[config.mk]
export PLATFORM = sky130hd
export DESIGN_NAME = sp_ram_rr_arbiter_flat
export DESIGN_NICKNAME = d
export VERILOG_FILES = /design/src/rtl/sp_ram_rr_arbiter_pkg.sv /design/src/rtl/sp_ram_rr_arbiter_if.sv /design/src/rtl/sp_ram_rr_arbiter_core.sv /design/src/rtl/sp_ram_rr_arbiter.sv /design/src/flat_wrapper.sv
export SDC_FILE = /design/constraint.sdc
export NUM_CORES = 1
export LEC_CHECK = 0
export BUFFER_PORTS_ARGS = -buffer_cell sky130_fd_sc_hd__buf_2
export CORE_MARGIN = 8
export CORE_UTILIZATION = 32
export CTS_BUF_LIST = sky130_fd_sc_hd__clkbuf_4 sky130_fd_sc_hd__clkbuf_8 sky130_fd_sc_hd__clkbuf_16
export CTS_CLUSTER_DIAMETER = 150
export DETAILED_ROUTE_END_ITERATION = 12
export PLACE_DENSITY = 0.81
export SYNTH_ARGS = -nofsm -noshare
export SYNTH_HDL_FRONTEND = slang
export SYNTH_SLANG_ARGS = --single-unit
[constraint.sdc]
create_clock -name clk -period 2 [get_ports clk]
set_input_delay 0.1 -clock clk [delete_from_list [all_inputs] [get_ports clk]]
set_output_delay 0.1 -clock clk [all_outputs]
set_load 0.02 [all_outputs]
[src/rtl/sp_ram_rr_arbiter_pkg.sv]
// Shared types and helpers for the single-port RAM round-robin arbiter.
package sp_ram_arb_pkg;

  localparam int unsigned DEF_DATA_WIDTH = 32;
  localparam int unsigned BE_WIDTH       = DEF_DATA_WIDTH / 8;
  localparam int unsigned MAX_PORTS      = 8;

  typedef enum logic {
    ARB,
    LOCKED
  } arb_state_e;

  // One-hot pick of the first requester at or after ptr, wrapping at n.
  function automatic logic [MAX_PORTS-1:0] rr_pick(input logic [MAX_PORTS-1:0] req,
                                                   input logic [2:0]           ptr,
                                                   input int unsigned          n);
    logic [MAX_PORTS-1:0] gnt;
    logic [2:0]           sel;
    gnt = '0;
    for (int unsigned k = 0; k < n; k++) begin
      sel = 3'((32'(ptr) + k) % n);
      if (gnt == '0 && req[sel]) gnt[sel] = 1'b1;
    end
    return gnt;
  endfunction

endpackage

[src/rtl/sp_ram_rr_arbiter_if.sv]
// Requester-side bundle of the RAM arbiter: per-port request buses plus the shared response.
interface sp_ram_rr_arbiter_if #(
  parameter int unsigned NUM_PORTS  = 2,
  parameter int unsigned ADDR_WIDTH = 8,
  parameter int unsigned DATA_WIDTH = 32
);

  logic [NUM_PORTS-1:0]              req_i;
  logic [NUM_PORTS-1:0]              lock_i;
  logic [NUM_PORTS-1:0]              we_i;
  logic [NUM_PORTS*ADDR_WIDTH-1:0]   addr_i;
  logic [NUM_PORTS*DATA_WIDTH-1:0]   wdata_i;
  logic [NUM_PORTS*DATA_WIDTH/8-1:0] be_i;
  logic [NUM_PORTS-1:0]              gnt_o;
  logic [NUM_PORTS-1:0]              rvalid_o;
  logic [DATA_WIDTH-1:0]             rdata_o;

  modport master (
    output req_i, lock_i, we_i, addr_i, wdata_i, be_i,
    input  gnt_o, rvalid_o, rdata_o
  );

  modport slave (
    input  req_i, lock_i, we_i, addr_i, wdata_i, be_i,
    output gnt_o, rvalid_o, rdata_o
  );

endinterface

[src/rtl/sp_ram_rr_arbiter_core.sv]
// Round-robin pick from the rotating pointer; the pointer follows the final grant.
module rr_arb_core
  import sp_ram_arb_pkg::*;
#(
  parameter int unsigned NUM_PORTS = 2
) (
  input  logic                 clk,
  input  logic                 rst,
  input  logic [NUM_PORTS-1:0] req,
  input  logic [NUM_PORTS-1:0] gnt,
  output logic [NUM_PORTS-1:0] rr_gnt
);

  logic [2:0]           rr_ptr;
  logic [2:0]           ptr_d;
  logic [MAX_PORTS-1:0] req_ext;
  logic [MAX_PORTS-1:0] pick;

  always_comb begin
    req_ext                = '0;
    req_ext[NUM_PORTS-1:0] = req;
    pick                   = rr_pick(req_ext, rr_ptr, NUM_PORTS);
    rr_gnt                 = pick[NUM_PORTS-1:0];
  end

  // gnt may be a locked regrant rather than rr_gnt; the pointer still moves past it.
  always_comb begin
    ptr_d = rr_ptr;
    for (int unsigned p = 0; p < NUM_PORTS; p++) begin
      if (gnt[p]) ptr_d = (p == NUM_PORTS - 1) ? 3'd0 : 3'(p + 1);
    end
  end

  always_ff @(posedge clk or posedge rst) begin
    if (rst) rr_ptr <= '0;
    else     rr_ptr <= ptr_d;
  end

endmodule

[src/rtl/sp_ram_rr_arbiter.sv]
// Shares one single-port byte-enable RAM among NUM_PORTS requesters with
// round-robin arbitration, bounded per-port locking and a 1-cycle response path.
module sp_ram_rr_arbiter
  import sp_ram_arb_pkg::*;
#(
  parameter int unsigned NUM_PORTS  = 2,
  parameter int unsigned ADDR_WIDTH = 8,
  parameter int unsigned DATA_WIDTH = 32,
  parameter int unsigned MAX_LOCK   = 15
) (
  input  logic                    clk,
  input  logic                    rst,
  sp_ram_rr_arbiter_if.slave      bus,
  output logic                    mem_en_o,
  output logic                    mem_we_o,
  output logic [ADDR_WIDTH-1:0]   mem_addr_o,
  output logic [DATA_WIDTH-1:0]   mem_wdata_o,
  output logic [DATA_WIDTH/8-1:0] mem_be_o,
  input  logic [DATA_WIDTH-1:0]   mem_rdata_i
);

  localparam int unsigned BW = DATA_WIDTH / 8;
  localparam int unsigned CW = (MAX_LOCK > 0) ? $clog2(MAX_LOCK + 1) : 1;

  arb_state_e           state_q, state_d;
  logic [2:0]           last_gnt_q, last_gnt_d;
  logic [CW-1:0]        lock_cnt_q, lock_cnt_d;
  logic [NUM_PORTS-1:0] rr_gnt;
  logic [NUM_PORTS-1:0] gnt;
  logic [NUM_PORTS-1:0] rvalid_q;
  logic                 hold;
  logic                 others;
  logic                 force_break;

  rr_arb_core #(
    .NUM_PORTS(NUM_PORTS)
  ) u_core (
    .clk    (clk),
    .rst    (rst),
    .req    (bus.req_i),
    .gnt    (gnt),
    .rr_gnt (rr_gnt)
  );

  always_comb begin
    hold   = 1'b0;
    others = 1'b0;
    for (int unsigned p = 0; p < NUM_PORTS; p++) begin
      if (3'(p) == last_gnt_q) hold   = bus.req_i[p];
      else                     others = others | bus.req_i[p];
    end
    hold        = hold && (state_q == LOCKED);
    force_break = hold && (lock_cnt_q == CW'(MAX_LOCK)) && others;

    gnt        = rr_gnt;
    state_d    = ARB;
    last_gnt_d = last_gnt_q;
    lock_cnt_d = '0;

    // Saturate the run length so a lone locked requester keeps its grant indefinitely.
    if (hold && !force_break) begin
      gnt = '0;
      for (int unsigned p = 0; p < NUM_PORTS; p++) begin
        if (3'(p) == last_gnt_q) gnt[p] = 1'b1;
      end
      lock_cnt_d = (lock_cnt_q == CW'(MAX_LOCK)) ? lock_cnt_q : lock_cnt_q + CW'(1);
    end

    for (int unsigned p = 0; p < NUM_PORTS; p++) begin
      if (gnt[p]) begin
        last_gnt_d = 3'(p);
        state_d    = bus.lock_i[p] ? LOCKED : ARB;
      end
    end
    if (state_d != LOCKED) lock_cnt_d = '0;
  end

  always_comb begin
    mem_en_o    = |gnt;
    mem_we_o    = 1'b0;
    mem_addr_o  = '0;
    mem_wdata_o = '0;
    mem_be_o    = '0;
    for (int unsigned p = 0; p < NUM_PORTS; p++) begin
      if (gnt[p]) begin
        mem_we_o    = bus.we_i[p];
        mem_addr_o  = bus.addr_i[p*ADDR_WIDTH +: ADDR_WIDTH];
        mem_wdata_o = bus.wdata_i[p*DATA_WIDTH +: DATA_WIDTH];
        mem_be_o    = bus.be_i[p*BW +: BW];
      end
    end
  end

  always_ff @(posedge clk or posedge rst) begin
    if (rst) begin
      state_q    <= ARB;
      last_gnt_q <= '0;
      lock_cnt_q <= '0;
      rvalid_q   <= '0;
    end else begin
      state_q    <= state_d;
      last_gnt_q <= last_gnt_d;
      lock_cnt_q <= lock_cnt_d;
      rvalid_q   <= gnt;
    end
  end

  assign bus.gnt_o    = gnt;
  assign bus.rvalid_o = rvalid_q;
  assign bus.rdata_o  = (|rvalid_q) ? mem_rdata_i : '0;

endmodule

[src/flat_wrapper.sv]
// flat-port wrapper written by rule: the top's interface ports become plain ports
module sp_ram_rr_arbiter_flat import sp_ram_arb_pkg::*;
#(
  parameter int unsigned NUM_PORTS  = 2,
  parameter int unsigned ADDR_WIDTH = 8,
  parameter int unsigned DATA_WIDTH = 32,
  parameter int unsigned MAX_LOCK   = 15
)
  (clk, rst, mem_en_o, mem_we_o, mem_addr_o, mem_wdata_o, mem_be_o, mem_rdata_i, bus_req_i, bus_lock_i, bus_we_i, bus_addr_i, bus_wdata_i, bus_be_i, bus_gnt_o, bus_rvalid_o, bus_rdata_o);
  sp_ram_rr_arbiter_if #(.NUM_PORTS(NUM_PORTS), .ADDR_WIDTH(ADDR_WIDTH), .DATA_WIDTH(DATA_WIDTH)) bus_i ();
  input  logic clk;
  input  logic rst;
  output logic mem_en_o;
  output logic mem_we_o;
  output logic [ADDR_WIDTH-1:0] mem_addr_o;
  output logic [DATA_WIDTH-1:0] mem_wdata_o;
  output logic [DATA_WIDTH/8-1:0] mem_be_o;
  input  logic [DATA_WIDTH-1:0] mem_rdata_i;
  input wire logic [$bits(bus_i.req_i)-1:0] bus_req_i;
  input wire logic [$bits(bus_i.lock_i)-1:0] bus_lock_i;
  input wire logic [$bits(bus_i.we_i)-1:0] bus_we_i;
  input wire logic [$bits(bus_i.addr_i)-1:0] bus_addr_i;
  input wire logic [$bits(bus_i.wdata_i)-1:0] bus_wdata_i;
  input wire logic [$bits(bus_i.be_i)-1:0] bus_be_i;
  output wire logic [$bits(bus_i.gnt_o)-1:0] bus_gnt_o;
  output wire logic [$bits(bus_i.rvalid_o)-1:0] bus_rvalid_o;
  output wire logic [$bits(bus_i.rdata_o)-1:0] bus_rdata_o;
  assign bus_i.req_i = bus_req_i;
  assign bus_i.lock_i = bus_lock_i;
  assign bus_i.we_i = bus_we_i;
  assign bus_i.addr_i = bus_addr_i;
  assign bus_i.wdata_i = bus_wdata_i;
  assign bus_i.be_i = bus_be_i;
  assign bus_gnt_o = bus_i.gnt_o;
  assign bus_rvalid_o = bus_i.rvalid_o;
  assign bus_rdata_o = bus_i.rdata_o;
  sp_ram_rr_arbiter #(.NUM_PORTS(NUM_PORTS), .ADDR_WIDTH(ADDR_WIDTH), .DATA_WIDTH(DATA_WIDTH), .MAX_LOCK(MAX_LOCK)) u_core (.clk(clk), .rst(rst), .bus(bus_i), .mem_en_o(mem_en_o), .mem_we_o(mem_we_o), .mem_addr_o(mem_addr_o), .mem_wdata_o(mem_wdata_o), .mem_be_o(mem_be_o), .mem_rdata_i(mem_rdata_i));
endmodule
Yosys cells after proc, flatten, opt, wreduce, memory -nomap -nowiden
Index checks and enable logic that the tools add are counted. W data, S select, Z words.

Bits in registers: 11. Output and inout port bits: 82. Word-level logic and storage cells: 66. Bits of input ports: 128.

Reductions and logical operators: 13. Bitwise gates (word level): 2. Magnitude comparators: 4. Add/sub/neg operators: 2. Muxes and demuxes: 37. Equal/unequal tests: 3.

Operators with widths (count): $mux W32 (3); $mux W1 (20); $mux W4 (5); $mux W8 (2); $logic_not A8 Y1 (1); $lt A1 B4 Y1 const B (2); $logic_and A1 B1 Y1 (7); $mux W2 (3); $mux W3 (2); $add A4 B1 Y4 const B (1); $eq A4 B4 Y1 const B (1); $reduce_or A2 Y1 (2); $eq A1 B3 Y1 const A (1); $logic_not A3 Y1 (1); $ne A3 B3 Y1 const B (1); $demux W1 S1 (2); $ge A1 B1 Y1 const B (2); $or A2 B2 Y2 (1); $reduce_bool A2 Y1 (1); $add A1 B1 Y1 const B (1); $logic_not A1 Y1 (1); $or A1 B1 Y1 (1).

Longest topological paths before layout
Depth in word-level cells: 12. Gate-level depth with buffers: 7. Gate-level depth less buffers: 5.

Cells and area by module
A second synthesis with hierarchy kept.

Cell total of the unflattened synthesis: 144. Area, all modules: 1204.9 sq um.

Modules (own cells, without submodules): sp_ram_rr_arbiter (seq. area each 200.2 sq um, area each 1149.9 sq um, cells each 137, times used 1); rr_arb_core (seq. area each 25.0 sq um, area each 55.1 sq um, cells each 7, times used 1).

Worst setup path after synthesis
OpenSTA, ideal clock, no wires.

Path kind: register to output. Start: reg u_core.lock_cnt_q[0]. End: out mem_be_o[1]. Buffers on the path: 1. Data required time: 1900 ps. Cell stages (with the launch flop): 7. Arrival: 1756 ps. Setup slack: 144 ps. Cell sequence: dfrtp_1 ha_1 and3_4 o21ai_1 or2_4 buf_4 o21ai_0.

Longest elaborated chain between the ends: 8.

RTL lines: from (decl) (RTL line sp_ram_rr_arbiter.sv:27) `logic [CW-1:0] lock_cnt_q, lock_cnt_d;`; from (signal assigned) (RTL line sp_ram_rr_arbiter.sv:103) `lock_cnt_q <= lock_cnt_d;`; $eq A4 B4 Y1 * (RTL line sp_ram_rr_arbiter.sv:53) `force_break = hold && (lock_cnt_q == CW'(MAX_LOCK)) && others;`; $logic_and A1 B1 Y1 * (2 in a row) (RTL line sp_ram_rr_arbiter.sv:53); $logic_not A1 Y1 * (RTL line sp_ram_rr_arbiter.sv:61) `if (hold && !force_break) begin`; $logic_and A1 B1 Y1 * (RTL line sp_ram_rr_arbiter.sv:61); $mux W2 * (RTL line sp_ram_rr_arbiter.sv:61); $mux W4 (RTL line sp_ram_rr_arbiter.sv:85) `if (gnt[p]) begin`; $mux W4 * (RTL line sp_ram_rr_arbiter.sv:85); to (decl) (RTL line flat_wrapper.sv:17) `output logic [DATA_WIDTH/8-1:0] mem_be_o;`.

Mark *: on every way between the ends. The rest lies on a longest branch, timed or not.

Worst setup path in the final report
Start: reg u_core.lock_cnt_q[1]. End: out mem_addr_o[0].

Longest elaborated chain between the ends: 8.

RTL lines: $eq A4 B4 Y1 * (RTL line sp_ram_rr_arbiter.sv:53); $logic_and A1 B1 Y1 * (2 in a row) (RTL line sp_ram_rr_arbiter.sv:53); $logic_not A1 Y1 * (RTL line sp_ram_rr_arbiter.sv:61); $logic_and A1 B1 Y1 * (RTL line sp_ram_rr_arbiter.sv:61); $mux W2 * (RTL line sp_ram_rr_arbiter.sv:61); $mux W8 (RTL line sp_ram_rr_arbiter.sv:85); $mux W8 * (RTL line sp_ram_rr_arbiter.sv:85); to (decl) (RTL line flat_wrapper.sv:15) `output logic [ADDR_WIDTH-1:0] mem_addr_o;`.

Marked as above.

==> flow_metrics.env <==
export IMPL_drc=0
export IMPL_ir_worst_vdd_v=0.000243
export IMPL_max_cap_violations=0
export IMPL_grt_util_met1_pct=18.8
export IMPL_finalWorstSetupSlack_ns=-0.0292
export IMPL_io_pins=210
export IMPL_clk_path_buf_depth=2
export IMPL_slowest_stage="dfrtp_1"
export IMPL_timing_rr_end="u_core.state_q"
export IMPL_insertion_delay_ns=0.23
export IMPL_rr_startpoint="u_core.lock_cnt_q[1]"
export IMPL_tightestPinTransition_ns=0.472
export IMPL_path_clk_slew_ns=0.04
export IMPL_grt_busiest_layer="met2"
export IMPL_grt_pass1_vias=2345
export IMPL_synth_most_common_cell="inv_1"
export IMPL_fmax_ghz=0.493
export IMPL_antenna_found_initial=0
export IMPL_async_flop_share_pct=100
export IMPL_syn2layout_area_growth_pct=87.2
export IMPL_cp_slowest_stage_delay_ns=0.42
export IMPL_grt_ovfl_total=0
export IMPL_hold_viol=0
export IMPL_die_x_um=85.4
export IMPL_synth_distinct_cells=29
export IMPL_cts_root_buffer="clkbuf_8"
export IMPL_crit_arrival_ns=1.93
export IMPL_yosysWarningCount=0
export IMPL_cts_buffers=3
export IMPL_crit_start="u_core.lock_cnt_q[1]"
export IMPL_num_vias=2475
export IMPL_dp_cells=482
export IMPL_finalPower_mw=1.37
export IMPL_grt_pass1_wl_um=11000
export IMPL_synth_main_ff_cell="dfrtp_1"
export IMPL_syn_area_per_cell_um2=6.56
export IMPL_min_period_ns=2.03
export IMPL_gp_congestion=0.883
export IMPL_holdPathEnd="u_core.state_q"
export IMPL_synth_area_mm2=0.00154
export IMPL_nFillCells=421
export IMPL_hpwl_um=6010
export IMPL_min_from="bus_lock_i[0]"
export IMPL_drive_gt1_share_pct=54.8
export IMPL_r2r_setup_slack_ns=0.31
export IMPL_numClockSinks=9
export IMPL_grt_met3_usage_pct=6.95
export IMPL_violations="setup timing"
export IMPL_firstDrtPassIters=4
export IMPL_period_share_pct=101
export IMPL_portBuffers=209
export IMPL_grt_setup_unrepaired="yes"
export IMPL_synthCells=235
export IMPL_status="complete, but fails checks"
export IMPL_cts_tree="built"
export IMPL_place_area_mm2=0.00261
export IMPL_reg2regPathDepth=6
export IMPL_finalWirelength_um=7740
export IMPL_synth_seq_cells=9
export IMPL_ant_nets=0
export IMPL_synth_edff_count=0
export IMPL_yosysTopAreaCellShare_pct=21.9
export IMPL_finClkSkew_ns=0.000538
export IMPL_drt_initial_drc_count=159
export IMPL_htree_levels=1
export IMPL_grtUsageTotal_pct=18.0
export IMPL_instances_no_fill=492
export IMPL_cp_top_family="simple AND/OR/NAND/NOR gates"
export IMPL_antenna_cells=0
export IMPL_finalMaxSlewViolations=0
export IMPL_synthTopCellsByCount="50 x inv_1, 45 x o211ai_1, 38 x o21ai_0"
export IMPL_fin_area_mm2=0.00289
export IMPL_path_class="flip-flop to primary output"
export IMPL_leakage_nw=1.65
export IMPL_synth_top_cells_by_area="o211ai_1 22%, dfrtp_1 15%, nor2b_1 13%"
export IMPL_ys_seq_area_share_pct=14.6
export IMPL_syn_nets=364
export IMPL_die_h_um=85.4
export IMPL_coreArea_mm2=0.00469
export IMPL_end_kind="primary output"
export IMPL_use_met2_pct=34.0
export IMPL_avgViaCountPerCell=5.03
export IMPL_initial_utilization_pct=32.9
export IMPL_setup_viol=9
export IMPL_crit_buf_inv=2
export IMPL_holdPathStages=3
export IMPL_dieArea_mm2=0.00730
export IMPL_crit_required_ns=1.90
export IMPL_slew_headroom_pct=68.2
export IMPL_min_path_type="input port to flip-flop"
export IMPL_num_rows=25
export IMPL_crit_chain="ha_4, and3_4, o21ai_4, or2_4, buf_12, o21ai_1, buf_4"
export IMPL_cp_max_fo=25
export IMPL_worst_setup_path_start_kind="flip-flop"
export IMPL_nNetsFinal=568
export IMPL_grt_max_degree=47
export IMPL_wl_per_cell_um=15.7
export IMPL_yosys_area_top_type="o211ai_1"
export IMPL_p_per_area_mw_per_mm2=476
## layout by cell type (no fill, tap or decap), types with 2 or more instances in the layout
| cell type | count |
|---|---|
| buf_2 | 175 |
| o21ai_2 | 5 |
| buf_4 | 35 |
| o21ai_1 | 37 |
| clkbuf_8 | 3 |
| dfrtp_1 | 9 |
| inv_1 | 50 |
| nand3_1 | 2 |
| a21oi_1 | 5 |
| o211ai_1 | 45 |
| o21ai_0 | 7 |
| buf_6 | 6 |
| nor2b_1 | 32 |
| buf_12 | 4 |
| mux2i_1 | 2 |
## metal layers
metal,part of all wire (%),wire (um)
met1,35,2750
met5,0,0
met2,53,4090
met4,1.5,113
met3,10,794
## metrics by stage
| stage | TNS, ns | hold WS, ns | util [%] | worst slack (ns) |
|---|---|---|---|---|
| 2_1_floorplan | 0 | -0.0721 | - | 0.144 |
| 3_3_place_gp | 0 | 0.0807 | 55.6 | 0.193 |
| 3_5_place_dp | 0 | 0.0893 | 55.6 | 0.0484 |
| 4_1_cts | -0.00499 | 0.141 | 57.7 | -0.00499 |
| 5_1_grt | -2.61 | 0.138 | 61.5 | -0.107 |
| 6_report | -0.138 | 0.139 | 61.5 | -0.0292 |
## cell type report
type                       count  area [um^2]  share of cell area [%]
inverter                      50          188                    6.50
timing repair buffer         222         1320                    45.8
tap                           54         67.6                    2.34
multi-input combinational    153         1040                    35.9
sequential                     9          225                    7.80
clock buffer                   4         48.8                    1.69
## how the worst max path moves through the flow
stage          cells past startpoint              end
2_1_floorplan                      6      mem_be_o[1]
3_3_place_gp                       7   mem_wdata_o[4]
3_5_place_dp                       7   mem_wdata_o[1]
4_1_cts                            7   mem_wdata_o[2]
5_1_grt                            7  mem_wdata_o[17]
6_report                           7    mem_addr_o[0]
## state kept, by name, indices dropped and copies added, names as in the netlist
register              flops
u_core.bus.rvalid_o       2
u_core.lock_cnt_q         4
u_core.last_gnt_q         1
u_core.u_core.rr_ptr      1
u_core.state_q            1
## report_power, final
group,internal [mW],switching [mW]
Clock,0.153,0.0738
Sequential,0.195,0.0115
Combinational,0.399,0.542
Total,0.747,0.627
## tightest hold or removal path, stage by stage
cell and delay, ns:
buf_2 0.12, inv_1 0.05, mux2i_1 0.06
## cell families after synthesis
kind of cell             count (synthesis)  share of synthesized area [%]
AO/OA/AOI/OAI                          104                           42.2
adder cells (fa/ha/maj)                  1                          0.811
flip-flops                               9                           14.6
AND/OR/NAND/NOR                         44                           18.2
buffers and inverters                   73                           21.6
XOR/XNOR                                 1                          0.568
multiplexers                             3                           2.03
## what timing repair did
| action | in CTS | in global routing |
|---|---|---|
| endpoints found under the hold margin | 9 | 0 |
| setup endpoints to repair | 47 | 46 |
| hold buffers | 1 | 0 |
| setup buffers | 2 | 2 |
| pin swaps | 1 | 4 |
| cloned | 0 | 1 |
| resized for setup | 9 | 75 |
Power figures use the tool's default switching activity.
